===== src/rtl/uart_rx_ctrl.sv =====
// rtl/uart_rx_ctrl.sv - oversampling UART receiver, 8-bit LSB-first frames with optional parity
module uart_rx_ctrl #(
  parameter int DATA_WIDTH = 8,
  parameter int PRESCALE_W = 6
) (
  input  logic                  CLK,
  input  logic                  RST,
  input  logic                  RX_IN,
  input  logic [PRESCALE_W-1:0] Prescale,
  input  logic                  PAR_EN,
  input  logic                  PAR_TYP,
  output logic [DATA_WIDTH-1:0] P_DATA,
  output logic                  data_valid,
  output logic                  parity_error,
  output logic                  stop_error
);

  localparam int BIT_W = $clog2(DATA_WIDTH + 1);
  localparam logic [PRESCALE_W-1:0] ONE = PRESCALE_W'(1);

  typedef enum logic [2:0] {
    IDLE   = 3'd0,
    START  = 3'd1,
    DATA   = 3'd2,
    PARITY = 3'd3,
    STOP   = 3'd4
  } state_t;

  state_t                  state, state_nxt;
  logic [PRESCALE_W-1:0]   edge_cnt;
  logic [PRESCALE_W-1:0]   ps_lat;
  logic                    par_en_lat;
  logic                    par_typ_lat;
  logic [BIT_W-1:0]        bit_cnt;
  logic [2:0]              samples;
  logic [DATA_WIDTH-1:0]   shift;
  logic                    frame_bad;

  logic                    prescale_legal;
  logic [PRESCALE_W-1:0]   half;
  logic                    last_edge;
  logic                    majority;
  logic                    start_now;
  logic                    dv_nxt;
  logic                    pe_nxt;
  logic                    se_nxt;

  // Only 8, 16 and 32 oversampling ratios are accepted; anything else keeps the line ignored.
  assign prescale_legal = (Prescale == PRESCALE_W'(8)) ||
                          (Prescale == PRESCALE_W'(16)) ||
                          (Prescale == PRESCALE_W'(32));
  assign half      = ps_lat >> 1;
  assign last_edge = (edge_cnt == (ps_lat - ONE));
  assign majority  = (samples[0] & samples[1]) | (samples[0] & samples[2]) |
                     (samples[1] & samples[2]);
  // A new start bit begins either from IDLE or straight out of STOP (back-to-back frames).
  assign start_now = (state_nxt == START) && ((state == IDLE) || (state == STOP));

  // Next-state and output-pulse decisions; every bit decision happens at the last edge of the bit.
  always_comb begin
    state_nxt = state;
    dv_nxt    = 1'b0;
    pe_nxt    = 1'b0;
    se_nxt    = 1'b0;
    case (state)
      IDLE: begin
        if (!RX_IN && prescale_legal) state_nxt = START;
      end
      START: begin
        if (last_edge) state_nxt = majority ? IDLE : DATA;
      end
      DATA: begin
        if (last_edge && (bit_cnt == BIT_W'(DATA_WIDTH - 1)))
          state_nxt = par_en_lat ? PARITY : STOP;
      end
      PARITY: begin
        if (last_edge) begin
          pe_nxt    = (majority != ((^shift) ^ par_typ_lat));
          state_nxt = STOP;
        end
      end
      STOP: begin
        if (last_edge) begin
          se_nxt    = !majority;
          dv_nxt    = majority && !frame_bad;
          state_nxt = (!RX_IN && prescale_legal) ? START : IDLE;
        end
      end
      default: state_nxt = IDLE;
    endcase
  end

  // State register.
  always_ff @(posedge CLK or negedge RST) begin
    if (!RST) state <= IDLE;
    else      state <= state_nxt;
  end

  // Bit timing, config latch, oversampling and shift register; the start cycle counts as edge 0.
  always_ff @(posedge CLK or negedge RST) begin
    if (!RST) begin
      edge_cnt    <= '0;
      ps_lat      <= '0;
      par_en_lat  <= 1'b0;
      par_typ_lat <= 1'b0;
      bit_cnt     <= '0;
      samples     <= '0;
      shift       <= '0;
      frame_bad   <= 1'b0;
    end else if (start_now) begin
      edge_cnt    <= ONE;
      ps_lat      <= Prescale;
      par_en_lat  <= PAR_EN;
      par_typ_lat <= PAR_TYP;
      bit_cnt     <= '0;
      frame_bad   <= 1'b0;
    end else if (state != IDLE) begin
      edge_cnt <= last_edge ? '0 : edge_cnt + ONE;
      if (edge_cnt == half - ONE) samples[0] <= RX_IN;
      if (edge_cnt == half)       samples[1] <= RX_IN;
      if (edge_cnt == half + ONE) samples[2] <= RX_IN;
      if ((state == DATA) && last_edge) begin
        shift   <= {majority, shift[DATA_WIDTH-1:1]};
        bit_cnt <= bit_cnt + BIT_W'(1);
      end
      if (pe_nxt || se_nxt) frame_bad <= 1'b1;
    end else begin
      edge_cnt <= '0;
    end
  end

  // Registered outputs: single-cycle pulses, and P_DATA only moves on a good frame.
  always_ff @(posedge CLK or negedge RST) begin
    if (!RST) begin
      P_DATA       <= '0;
      data_valid   <= 1'b0;
      parity_error <= 1'b0;
      stop_error   <= 1'b0;
    end else begin
      data_valid   <= dv_nxt;
      parity_error <= pe_nxt;
      stop_error   <= se_nxt;
      if (dv_nxt) P_DATA <= shift;
    end
  end

endmodule

===== config.mk =====
export PLATFORM = sky130hd
export DESIGN_NAME = uart_rx_ctrl
export DESIGN_NICKNAME = d
export VERILOG_FILES = /design/src/rtl/uart_rx_ctrl.sv
export SDC_FILE = /design/constraint.sdc
export NUM_CORES = 1
export LEC_CHECK = 0
export ABC_AREA = 1
export CAP_MARGIN = 20
export CORE_MARGIN = 3
export CORE_UTILIZATION = 44
export CTS_BUF_LIST = sky130_fd_sc_hd__clkbuf_16
export CTS_CLUSTER_SIZE = 16
export DETAILED_ROUTE_END_ITERATION = 16
export PLACE_DENSITY_LB_ADDON = 0.3
export SETUP_SLACK_MARGIN = 0.1
export SLEW_MARGIN = 20
export SYNTH_ARGS = -nofsm -noshare
export SYNTH_HDL_FRONTEND = slang
export SYNTH_SLANG_ARGS = --single-unit

===== constraint.sdc =====
create_clock -name CLK -period 3.25 [get_ports CLK]
set_input_delay 0.4875 -clock CLK [delete_from_list [all_inputs] [get_ports CLK]]
set_output_delay 0.4875 -clock CLK [all_outputs]
set_load 0.05 [all_outputs]

Yosys cells after proc, flatten, opt, wreduce, memory -nomap -nowiden --
Cells that the tools add are included.
Word-level totals: bits in registers 44, logic and storage cells 89
Cells by class: equal/unequal tests 14, muxes and demuxes 24, $add $sub $neg 5, bitwise gates (word level) 7, reductions and logical operators 24
Operators with widths (number):
- $eq 6x6->1 | 3
- $mux 3 | 6
- $mux 6 | 3
- $pmux 3 s5 | 1
- $mux 4 | 3
- $reduce_and 3->1 | 4
- $mux 1 | 10
- $reduce_xor 8->1 | 1
- $add 5x1->6 const B | 1
- $add 6x1->6 const B | 1
- $eq 3x1->1 const B | 2
- $eq 3x2->1 const B | 2
- $eq 6x4->1 const B | 1
- $eq 6x5->1 | 1
- $eq 6x5->1 const B | 1
- $eq 6x6->1 const B | 1
- $reduce_bool 2->1 | 3
- $sub 5x1->6 const B | 1
- $sub 6x1->6 const B | 1
- $logic_and 1x1->1 | 5
- $add 4x1->4 const B | 1
- $eq 4x3->1 const B | 1
- $logic_or 1x1->1 | 4
- $reduce_and 2->1 | 2
- other kinds (10) | 15

Longest topological paths before layout --
Gate-level depths: netlist (run 1).
depth in word-level cells 11, depth in mapped cells 16, mapped depth without buffers 16

Worst setup path after synthesis (run 1) --
No wires, ideal clock.
path kind flip-flop to flip-flop, start point reg ps_lat[1], end point reg samples[0], stages on the path, launching flop included 17, library setup time 0.117 ns, arrival 1.871 ns, data required time 3.133 ns, slack 1.262 ns, path through dfrtp_1 inv_1 ha_1 inv_1 nand2_1 nand2_1 nor2_1 nand3_1 nor2_1 nand2_2 nand2_1 nand3_1 nand2_2 nand2_4 buf_6 nand4_1 nand2_1
On the way: longest elaborated chain between the ends 9, elaborated cells between the ends (all ways) 14, classes of those cells add/sub: 2; eq/ne: 3; mux: 5; bitwise: 1; reduce/logical: 3
RTL lines:
- start: declaration | RTL line 31 | logic [PRESCALE_W-1:0] ps_lat;
- start signal: assignment | RTL line 112 | ps_lat <= Prescale;
- $sub 6x1->6 | RTL line 53 | assign last_edge = (edge_cnt == (ps_lat - ONE));
- $eq 6x6->1 | RTL line 53
- $logic_and 1x1->1 | RTL line 73 | if (last_edge && (bit_cnt == BIT_W'(DATA_WIDTH - 1)))
- $mux 3 | RTL line 73
- $pmux 3 s5 | RTL line 65 | case (state)
- $eq 3x1->1 | RTL line 57 | assign start_now = (state_nxt == START) && ((state == IDLE) || (state == STOP));
- $logic_and 1x1->1 | RTL line 57
- $not 1->1 (no line)
- $reduce_and 3->1 (no line) (*)
- end signal: assignment | RTL line 107 | samples <= '0;
- end signal: assignment | RTL line 119 | if (edge_cnt == half - ONE) samples[0] <= RX_IN;
- end: declaration | RTL line 35 | logic [2:0] samples;
Mark *: on every way between the ends. The rest lies on a longest branch, timed or not. A chain may end at the register's enable or synchronous reset.

Worst setup path after layout (run 1) --
start point reg ps_lat[1], end point reg bit_cnt[3]
On the way: longest elaborated chain between the ends 9, elaborated cells between the ends (all ways) 15, classes of those cells add/sub: 1; eq/ne: 2; mux: 6; reduce/logical: 6
RTL lines:
- $sub 6x1->6 (*) | RTL line 53
- $eq 6x6->1 (*) | RTL line 53
- $logic_and 1x1->1 | RTL line 73
- $mux 3 | RTL line 73
- $pmux 3 s5 | RTL line 65
- $eq 3x1->1 | RTL line 57
- $logic_and 1x1->1 | RTL line 57
- $reduce_bool 2->1 (no line)
- $reduce_and 2->1 (no line)
- end signal: assignment | RTL line 124 | bit_cnt <= bit_cnt + BIT_W'(1);
- end: declaration | RTL line 34 | logic [BIT_W-1:0] bit_cnt;
Marks and branches as above.

==> out/metrics.yaml, run 1 <==
run_status:
  status: "completed"
placed_design:
  hpwl_um: 3670
  place_congestion: 0.904
  post-place-cells: 407
  io_buffers: 21
  placedInstanceArea_sq_mm: 0.00274
routing:
  routed_wl_um: 4900
  vias_per_cell: 4.88
  postRouteAntennaNets: 0
  drtIter0Drc: 112
  wl_per_cell_um: 11.8
  drc: 0
  drtPass1Iterations: 4
  vias: 2024
timing:
  worstMarginPinSlew_ns: 0.667
  hold_viol_final: 0
  relSlewSlack: 0.555
  finalCritPeriodShare: 0.794
  fmax_ghz: 0.388
  grt_setup_unrepaired: "no"
  slew_violations: 0
  fin_tns_setup_ns: 0
  post-route-min-period_ns: 2.58
  final-setup-viol-count: 0
  finalClockSkew_ns: 0.00607
  holdWs_ns: 0.175
synthesis:
  synth-seq-cells: 44
  synth_flop_cell: "dfrtp_1"
  synth_cell_type_count: 31
  netlist_top_cells_count: "nand2_1 (86), dfrtp_1 (44), inv_1 (42), nor2_1 (33), o21ai_0 (23)"
  synth_top_area_frac: 0.440
  synth_area_sq_mm: 0.00250
  ys_seq_area_frac: 0.440
  synth_area_leaders: "dfrtp_1 (44%), nand2_1 (13%), inv_1 (6.3%)"
  synthArstFlopShare: 1.00
  synth_adder_area_share: 0.0300
  synth_nets: 340
  synth_xor_area_frac: 0.0875
  synth_edf_count: 0
  synth_compound_area_frac: 0.0780
  synth_top_family_by_area: "simple AND/OR/NAND/NOR gates"
  yosysTopAreaCell: "dfrtp_1"
  synth_cells: 323
  yosysMostFrequentCell: "nand2_1"
  syn_area_per_cell_sq_um: 7.75
  synth.area.mux_share: 0
  ys_warn_count: 0
  synthSimpleGateAreaFrac: 0.272
global_route:
  grt_start_max_net_pins: 45
  track_usage: 0.171
  grt_pass1_vias: 1997
  grt_antenna_before_repair: 0
  grt_overflow: 0
  grt_pass1_wl_um: 8860
pwr:
  powerDensity_mw_per_mm2: 756
  p_total_w: 0.00220
  leakage_nw: 1.43
  vdd_ir_drop_max_uv: 273
clock_tree:
  clk_latency_ns: 0.29
  cts.reportedPaths.clkPinSlew_ns: 0.06
  clk_path_buf_depth: 2
  cts_buffers: 5
  hold_buffers: 0
  htreeDepth: 2
  cts-resized-gates: 0
  root_buffer: "clkbuf_16"
  post_cts_buffers: 0
  clkSinkCount: 44
  tritoncts: "done"
final_layout:
  final_nets: 361
  drive_gt1_frac: 0.0609
  stdcell_count: 415
  fin_area_sq_mm: 0.00291
  diodes: 0
  area_growth_syn_to_layout_pct: 16.2
critical_path:
  ff2ff_path_depth: 13
  cp-end-kind: "flop"
  crit_end: "bit_cnt[3]$_DFFE_PN0P_"
  cp-start-kind: "flop"
  startpoint: "ps_lat[1]$_DFFE_PN0N_"
  reg2reg_from: "ps_lat[1]$_DFFE_PN0N_"
  r2r_slack_ns: 0.67
  critPathArrivalTime_ns: 2.79
  crit_fanout: 21
  crit_type: "flop to flop"
  cp.required_ns: 3.46
  r2r-end: "bit_cnt[3]$_DFFE_PN0P_"
floorplanning:
  dieArea_sq_mm: 0.00663
  start_util: 0.472
  ioPinCount: 22
  die_w_um: 81.4
  die_y_um: 81.4
  fp.coreArea_sq_mm: 0.00530
  rows: 26
min_path:
  hp-class: "primary input to async pin"
job:
  cap_violations: 0
## final cells by class
cell class                 count  area [sq um]
clock buffer                   5           125
timing repair buffer          21           208
inverter                      47           176
multi-input combinational    225          1170
fill                         486          2390
tap                           70          87.6
clock inverter                 3          42.5
sequential                    44          1100
## placed cells by master (no fill, tap or decap), drive strengths merged, types with 6 or more instances in the layout
master and instances:
clkdlybuf4s50 20, dfrtp 44, ha 6, inv 47
nand2 90, nand3 18, nand4 7, nor2 34
nor3 6, o21ai 26, xnor2 10, xor2 15
## kinds of logic (layout without fill, tap and decap cells)
group / Yosys count / in the layout
compound gates: 35 / 35
buf+inv: 54 / 76
fa+ha+maj: 6 / 6
xor+xnor: 25 / 25
simple gates: 159 / 159
flops: 44 / 44
## worst min path at each step
| stage | depth (start not counted) | from | slack [ns] | to |
|---|---|---|---|---|
| floorplan | 0 | RST | 0.19 | P_DATA[0]$_DFFE_PN0P_ |
| global route | 1 | RST | 0.24 | ps_lat[2]$_DFFE_PN0N_ |
| detailed placement | 2 | P_DATA[6]$_DFFE_PN0P_ | 0.47 | P_DATA[6]$_DFFE_PN0P_ |
| CTS | 1 | RST | 0.41 | state[2]$_DFF_PN0_ |
| finish | 1 | RST | 0.18 | ps_lat[4]$_DFFE_PN0N_ |
| global placement | 2 | P_DATA[7]$_DFFE_PN0P_ | 0.47 | P_DATA[7]$_DFFE_PN0P_ |
## critical path, cell delays in order, from the launching register on
cell and delay, ns:
dfrtp_1 0.43, inv_1 0.13, ha_1 0.31, inv_1 0.04
nand2_1 0.05, nand2_1 0.05, nor2_1 0.10, nand3_1 0.08
nor2_1 0.18, nand2_2 0.14, nor2_2 0.54, nand4_1 0.19
xor2_1 0.19, nor2_1 0.09
## report_power, final
group | leakage (nW) | switching, W | total, W | internal [W]
sequential | 0.597 | 0.000140 | 0.000794 | 0.000654
combinational | 0.754 | 0.000524 | 0.000836 | 0.000312
clock | 0.0814 | 0.000208 | 0.000569 | 0.000361
total | 1.43 | 0.000872 | 0.00220 | 0.00133
## state kept, by name (all words and copies together), names as in the netlist
name          cells
edge_cnt          6
frame_bad         1
par_typ_lat       1
P_DATA            8
data_valid        1
ps_lat            6
bit_cnt           4
parity_error      1
par_en_lat        1
shift             8
samples           3
stop_error        1
state             3
## through the flow
stage	utilization	setup WS, ns
after floorplan	-	1.26
after detailed placement	0.517	0.680
after global routing	0.549	0.372
after global placement	0.517	0.761
after CTS	0.548	0.653
final	0.549	0.671
## per-layer routing
metal,share of wire,wire [um],track usage,up-vias
met4,0.013,65,0.0507,0
met1,0.48,2370,0.223,940
met3,0.036,178,0.0417,7
met2,0.47,2280,0.282,20
li1,-,-,-,1057
met5,0,0,0,-
(Power assumes the default switching activity.)
==> run 2, diff against run 1 <==
Clock period 3.25 ns to 2.2 ns, I/O delays scaled along.
==> run 2 against run 1 <==
Sequential power up 47%. Register-to-register slack worse by 0.58 ns. Wire length up 16%. Critical endpoint is now samples[0]$_DFFE_PN0P_. Cell area up 10%. Die area unchanged. Maximum frequency up 23%. Global-route usage up 0.55 points. Sequential cell count unchanged. Sequential share of layout area down 3.5 points.
==> out/metrics.yaml, run 2 (synthesis gave the netlist of run 1 again) <==
timing:
  grt_setup_unrepaired: "yes"
  post-route-min-period_ns: 2.10  # -0.475 ns
  final-setup-viol-count: 0  # unchanged
  worstMarginPinSlew_ns: 0.639  # -0.0276 ns
  slew_violations: 0  # unchanged
  fmax_ghz: 0.475  # +23%
  finalCritPeriodShare: 0.957  # +0.163
  relSlewSlack: 0.569  # +0.0144
  finalClockSkew_ns: 0.00557  # -0.000496 ns
  hold_viol_final: 0  # unchanged
clock_tree:
  root_buffer: "clkbuf_16"
  hold_buffers: 0  # unchanged
  tritoncts: "done"
  cts.reportedPaths.clkPinSlew_ns: 0.06  # about the same
  cts_buffers: 5  # unchanged
  clk_path_buf_depth: 2  # unchanged
  htreeDepth: 2  # unchanged
  clkSinkCount: 44  # unchanged
  clk_latency_ns: 0.29  # about the same
routing:
  drtIter0Drc: 146  # +30%
  routed_wl_um: 5660  # +16%
  drc: 0  # unchanged
  postRouteAntennaNets: 0  # unchanged
  wl_per_cell_um: 13.1  # +11%
  vias_per_cell: 5.03  # +3.0%
  vias: 2171  # +7.3%
  drtPass1Iterations: 6  # +2
min_path:
  hp-class: "primary input to async pin"
critical_path:
  reg2reg_from: "ps_lat[1]$_DFFE_PN0N_"
  cp_cell_sequence: "inv_2, ha_4, inv_2, nand2_2, nand2_1, nor2_1, nand3_2, nor2_4, nand2_4, a21oi_4, nand2_4, nand2_8, nand3_2, nand2_1, nand2_1"
  crit_top_cell: "nand2_1"
  crit_type: "flop to flop"
  cp-end-kind: "flop"
  cpMaxStageDelayCell: "dfrtp_1"
  ff2ff_path_depth: 15  # +2
  path_buf_inv: 2  # unchanged
  crit_fanout: 7  # -67%
  crit_family: "simple AND/OR/NAND/NOR gates"
  cp-start-kind: "flop"
  r2r-end: "samples[0]$_DFFE_PN0P_"
  slowest_delay_ns: 0.37  # -0.17 ns
  critPathArrivalTime_ns: 2.28  # -0.51 ns
  cp.required_ns: 2.38  # -1.08 ns
  r2r_slack_ns: 0.1  # -0.58 ns
floorplanning:
  rows: 26  # unchanged
  dieArea_sq_mm: 0.00663  # unchanged
  die_w_um: 81.4  # unchanged
  ioPinCount: 22  # unchanged
  fp.coreArea_sq_mm: 0.00530  # unchanged
  die_y_um: 81.4  # unchanged
  start_util: 0.472  # unchanged
global_route:
  grt_pass1_vias: 1977  # -1.0%
  grt_pass1_wl_um: 9030  # +1.9%
  track_usage: 0.177  # +0.00552
  grt_antenna_before_repair: 0  # unchanged
  grt_start_max_net_pins: 24  # -47%
  grt_overflow: 0  # unchanged
final_layout:
  final_nets: 378  # +4.7%
  fin_area_sq_mm: 0.00321  # +10%
  drive_gt1_frac: 0.166  # +0.105
  final_common_cell: "nand2_1"
  final_cell_mix: "nand2_1 (80), dfrtp_1 (44), inv_1 (38)"
  final_util: 0.605  # +0.0562
  area_growth_syn_to_layout_pct: 28.1
  diodes: 0  # unchanged
  top_regs: "P_DATA: 8 flops, shift: 8 flops"
pwr:
  leakage_nw: 1.55  # +8.5%
  vdd_ir_drop_max_uv: 580  # +110%
  powerDensity_mw_per_mm2: 1170  # +54%
job:
  cap_violations: 0  # unchanged
placed_design:
  place_congestion: 0.838  # -7.2%
  io_buffers: 21  # unchanged
  hpwl_um: 3790  # +3.3%
  placedInstanceArea_sq_mm: 0.00281  # +2.4%
run_status:
  status: "completed"
-- run 2: worst max-delay path by stage --
| stage | from | end | slack, ns | cells after the start |
|---|---|---|---|---|
| 2_1_floorplan | ps_lat[1]$_DFFE_PN0N_ | samples[0]$_DFFE_PN0P_ | 0.21 | 16 |
| 3_3_place_gp | ps_lat[1]$_DFFE_PN0N_ | par_typ_lat$_DFFE_PN0N_ | 0.11 | 13 |
| 3_5_place_dp | ps_lat[1]$_DFFE_PN0N_ | par_typ_lat$_DFFE_PN0N_ | 0.0006 | 14 |
| 4_1_cts | ps_lat[2]$_DFFE_PN0N_ | shift[6]$_DFFE_PN0P_ | 0.1 | 10 |
| 5_1_grt | ps_lat[1]$_DFFE_PN0N_ | samples[0]$_DFFE_PN0P_ | -0.06 | 13 |
| 6_report | ps_lat[1]$_DFFE_PN0N_ | samples[0]$_DFFE_PN0P_ | 0.1 | 15 |
-- run 2: cell type report --
type	count	area (sq um)
Multi-Input combinational cell	227	1330
Tap cell	70	87.6
Clock inverter	3	46.3
Inverter	47	184
Fill cell	446	2090
Sequential cell	44	1100
Timing Repair Buffer	36	330
Clock buffer	5	125
-- run 2: repair_timing --
| item | CTS | global route |
|---|---|---|
| buffers inserted | 0 | 8 |
| pin swaps | 0 | 15 |
| gates cloned | 0 | 2 |
| setup endpoints to repair | 26 | 39 |
| gates resized for setup | 5 | 32 |
-- run 2: metrics by stage --
step | cells | setup slack [ns] | hold WS (ns) | setup TNS, ns | power (W)
finish | 432 | 0.0955 | 0.0298 | 0 | 0.00374
global route | 432 | -0.0599 | 0.0699 | -0.0856 | 0.00401
CTS | 422 | 0.0987 | 0.0493 | 0 | 0.00339
detailed placement | 414 | 0.000609 | 0.354 | 0 | 0.00246
global placement | 414 | 0.113 | 0.351 | 0 | 0.00242
floorplan | 323 | 0.212 | 0.0344 | 0 | 0.00216
-- run 2: report_power, final --
| group | leakage (nW) | switching (W) | total (W) | internal (W) |
|---|---|---|---|---|
| combinational | 0.877 | 0.00105 | 0.00171 | 0.000659 |
| clock | 0.0804 | 0.000330 | 0.000870 | 0.000540 |
| sequential | 0.597 | 0.000201 | 0.00117 | 0.000966 |
-- run 2: worst reg2reg max path: stages, from the launching register on --
cell	delay, ns
dfrtp_1	0.37
inv_2	0.09
ha_4	0.28
inv_2	0.03
nand2_2	0.05
nand2_1	0.06
nor2_1	0.11
nand3_2	0.12
nor2_4	0.15
nand2_4	0.11
a21oi_4	0.19
nand2_4	0.12
nand2_8	0.13
nand3_2	0.06
nand2_1	0.08
nand2_1	0.05
-- run 2: per-layer routing --
layer,up-vias,part of all wire,global-route usage
met5,-,0,0
met4,0,0.024,0.0676
met3,14,0.029,0.0395
met2,33,0.48,0.284
met1,1031,0.47,0.232
li1,1093,-,-
==> run 3, diff against run 2 <==
Settings changed: CAP_MARGIN 20 to 10, CORE_UTILIZATION 44 to 40.
==> run 3 against run 2 <==
Clock skew barely moved. Cell area is 2.4% lower. Sequential power about the same.
==> out/metrics.yaml, run 3 (synthesis gave the netlist of run 1 again) <==
final_layout:
  final_nets: 377  # -0.26%
  final_common_cell: "nand2_1"
  final_util: 0.523  # -0.0822
  area_growth_syn_to_layout_pct: 25.1
  diodes: 0  # unchanged
  drive_gt1_frac: 0.150  # -0.0162
  fin_area_sq_mm: 0.00313  # -2.4%
  top_regs: "P_DATA: 8 flops, shift: 8 flops"
  final_cell_mix: "nand2_1 (82), dfrtp_1 (44), inv_1 (38)"
routing:
  vias_per_cell: 4.86  # -3.2%
  drtIter0Drc: 130  # -11%
  drtPass1Iterations: 4  # -2
  routed_wl_um: 5390  # -4.7%
  drc: 0  # unchanged
  postRouteAntennaNets: 0  # unchanged
  vias: 2121  # -2.3%
  wl_per_cell_um: 12.4  # -5.6%
placed_design:
  placedInstanceArea_sq_mm: 0.00281  # about the same
  io_buffers: 21  # unchanged
  hpwl_um: 3830  # +1.1%
  place_congestion: 0.867  # +3.4%
floorplanning:
  die_y_um: 85.1  # +4.5%
  start_util: 0.418  # -0.0542
  dieArea_sq_mm: 0.00724  # +9.3%
  ioPinCount: 22  # unchanged
  rows: 28  # +7.7%
  die_w_um: 85.1  # +4.5%
  fp.coreArea_sq_mm: 0.00599  # +13%
critical_path:
  cp.required_ns: 2.37  # about the same
  crit_fanout: 7  # unchanged
  cp_cell_sequence: "inv_2, ha_4, inv_2, nor3_2, nand2_1, xor2_2, nand2_4, a21oi_4, nand2_4, nand2_8, nand3_2, nand2_1, nand2_1"
  crit_top_cell: "nand2_1"
  cp-end-kind: "flop"
  path_buf_inv: 2  # unchanged
  critPathArrivalTime_ns: 2.17  # -0.11 ns
  cpMaxStageDelayCell: "dfrtp_1"
  crit_family: "simple AND/OR/NAND/NOR gates"
  slowest_delay_ns: 0.38  # about the same
  crit_type: "flop to flop"
  cp-start-kind: "flop"
run_status:
  status: "completed"
global_route:
  grt_start_max_net_pins: 45  # +88%
  grt_pass1_wl_um: 9070  # +0.45%
  grt_pass1_vias: 2009  # +1.6%
  grt_antenna_before_repair: 0  # unchanged
  grt_overflow: 0  # unchanged
  track_usage: 0.153  # -0.0235
timing:
  holdWs_ns: 0.120  # +0.0905 ns
  hold_viol_final: 0  # unchanged
  fmax_ghz: 0.500  # +5.3%
  slew_violations: 0  # unchanged
  finalClockSkew_ns: 0.00535  # -0.000226 ns
  fin_tns_setup_ns: 0  # unchanged
  worstMarginPinSlew_ns: 0.560  # -0.0790 ns
  post-route-min-period_ns: 2.00  # -0.105 ns
  grt_setup_unrepaired: "yes"
  relSlewSlack: 0.626  # +0.0571
  finalCritPeriodShare: 0.909  # -0.0478
  final-setup-viol-count: 0  # unchanged
pwr:
  comb_power_share: 0.464  # +0.008
  vdd_ir_drop_max_uv: 835  # +44%
  power_switching_w: 0.00146  # -7.2%
  p_clk_frac: 0.200  # -0.032
  p_sw_frac: 0.419  # -0.00251
  power.internal_w: 0.00203  # -6.2%
  power_frac_seq: 0.336  # +0.024
  leakage_nw: 1.53  # -1.4%
  powerDensity_mw_per_mm2: 1120  # -4.4%
job:
  cap_violations: 0  # unchanged
clock_tree:
  clk_latency_ns: 0.28  # about the same
  htreeDepth: 2  # unchanged
  cts_buffers: 5  # unchanged
  cts.reportedPaths.clkPinSlew_ns: 0.06  # about the same
  clkSinkCount: 44  # unchanged
  root_buffer: "clkbuf_16"
  clk_path_buf_depth: 2  # unchanged
  tritoncts: "done"
min_path:
  hp-class: "primary input to async pin"
==> run 3: changes by cell type in the layout (fill, tap and decap cells not counted), moves of 2 or more <==
cell,change
nand2_2,-2
clkinv_2,+2
nand2_1,+2
nand3_1,+2
==> run 3: final timing paths <==
check                      slack [ns]                endpoint                   from  cells past startpoint
max in group asynchronous        1.69  bit_cnt[3]$_DFFE_PN0P_                    RST                      2
min in group CLK                 0.48   P_DATA[4]$_DFFE_PN0P_  P_DATA[4]$_DFFE_PN0P_                      2
min                              0.12  parity_error$_DFF_PN0_                    RST                      2
min reg2reg                      0.48   P_DATA[4]$_DFFE_PN0P_  P_DATA[4]$_DFFE_PN0P_                      2
max reg2reg                      0.20  samples[2]$_DFFE_PN0P_  ps_lat[1]$_DFFE_PN0N_                     13
max                              0.20  samples[2]$_DFFE_PN0P_  ps_lat[1]$_DFFE_PN0N_                     13
==> run 3: metal layers <==
metal	GRT usage	vias to the layer above	wire length, um
li1	-	1088	-
met4	0.0388	0	45
met1	0.221	985	2670
met3	0.0311	4	262
met2	0.236	44	2410
met5	0	-	0
==> run 3: area by class of cell <==
cell class                 instances  area [sq um]
sequential                        44          1100
timing repair buffer              35           310
multi-input combinational        227          1310
clock buffer                       5           125
fill                             555          2860
clock inverter                     3          13.8
inverter                          47           181
tap                               75          93.8
==> run 3: power groups by stage <==
stage	clock network (W)	registers, W	logic [W]
2_1_floorplan	0	0.00110	0.00106
3_3_place_gp	0	0.00117	0.00128
3_5_place_dp	0	0.00117	0.00130
4_1_cts	0.000711	0.00116	0.00137
5_1_grt	0.000752	0.00119	0.00185
6_report	0.000700	0.00117	0.00162
==> run 3: timing repair <==
item                       CTS  global route
hold buffers                 0             0
resized for setup            7            23
setup endpoints to repair   22            36
buffers inserted             1             5
gates cloned                 0             2
pin swaps                    1            14
==> run 3: stage by stage <==
step                power, W  instances  setup WS [ns]
CTS                  0.00324        429          0.101
global route         0.00379        436         0.0268
finish               0.00349        436          0.201
floorplan            0.00216        323          0.212
global placement     0.00245        420         0.0722
detailed placement   0.00247        420         0.0196
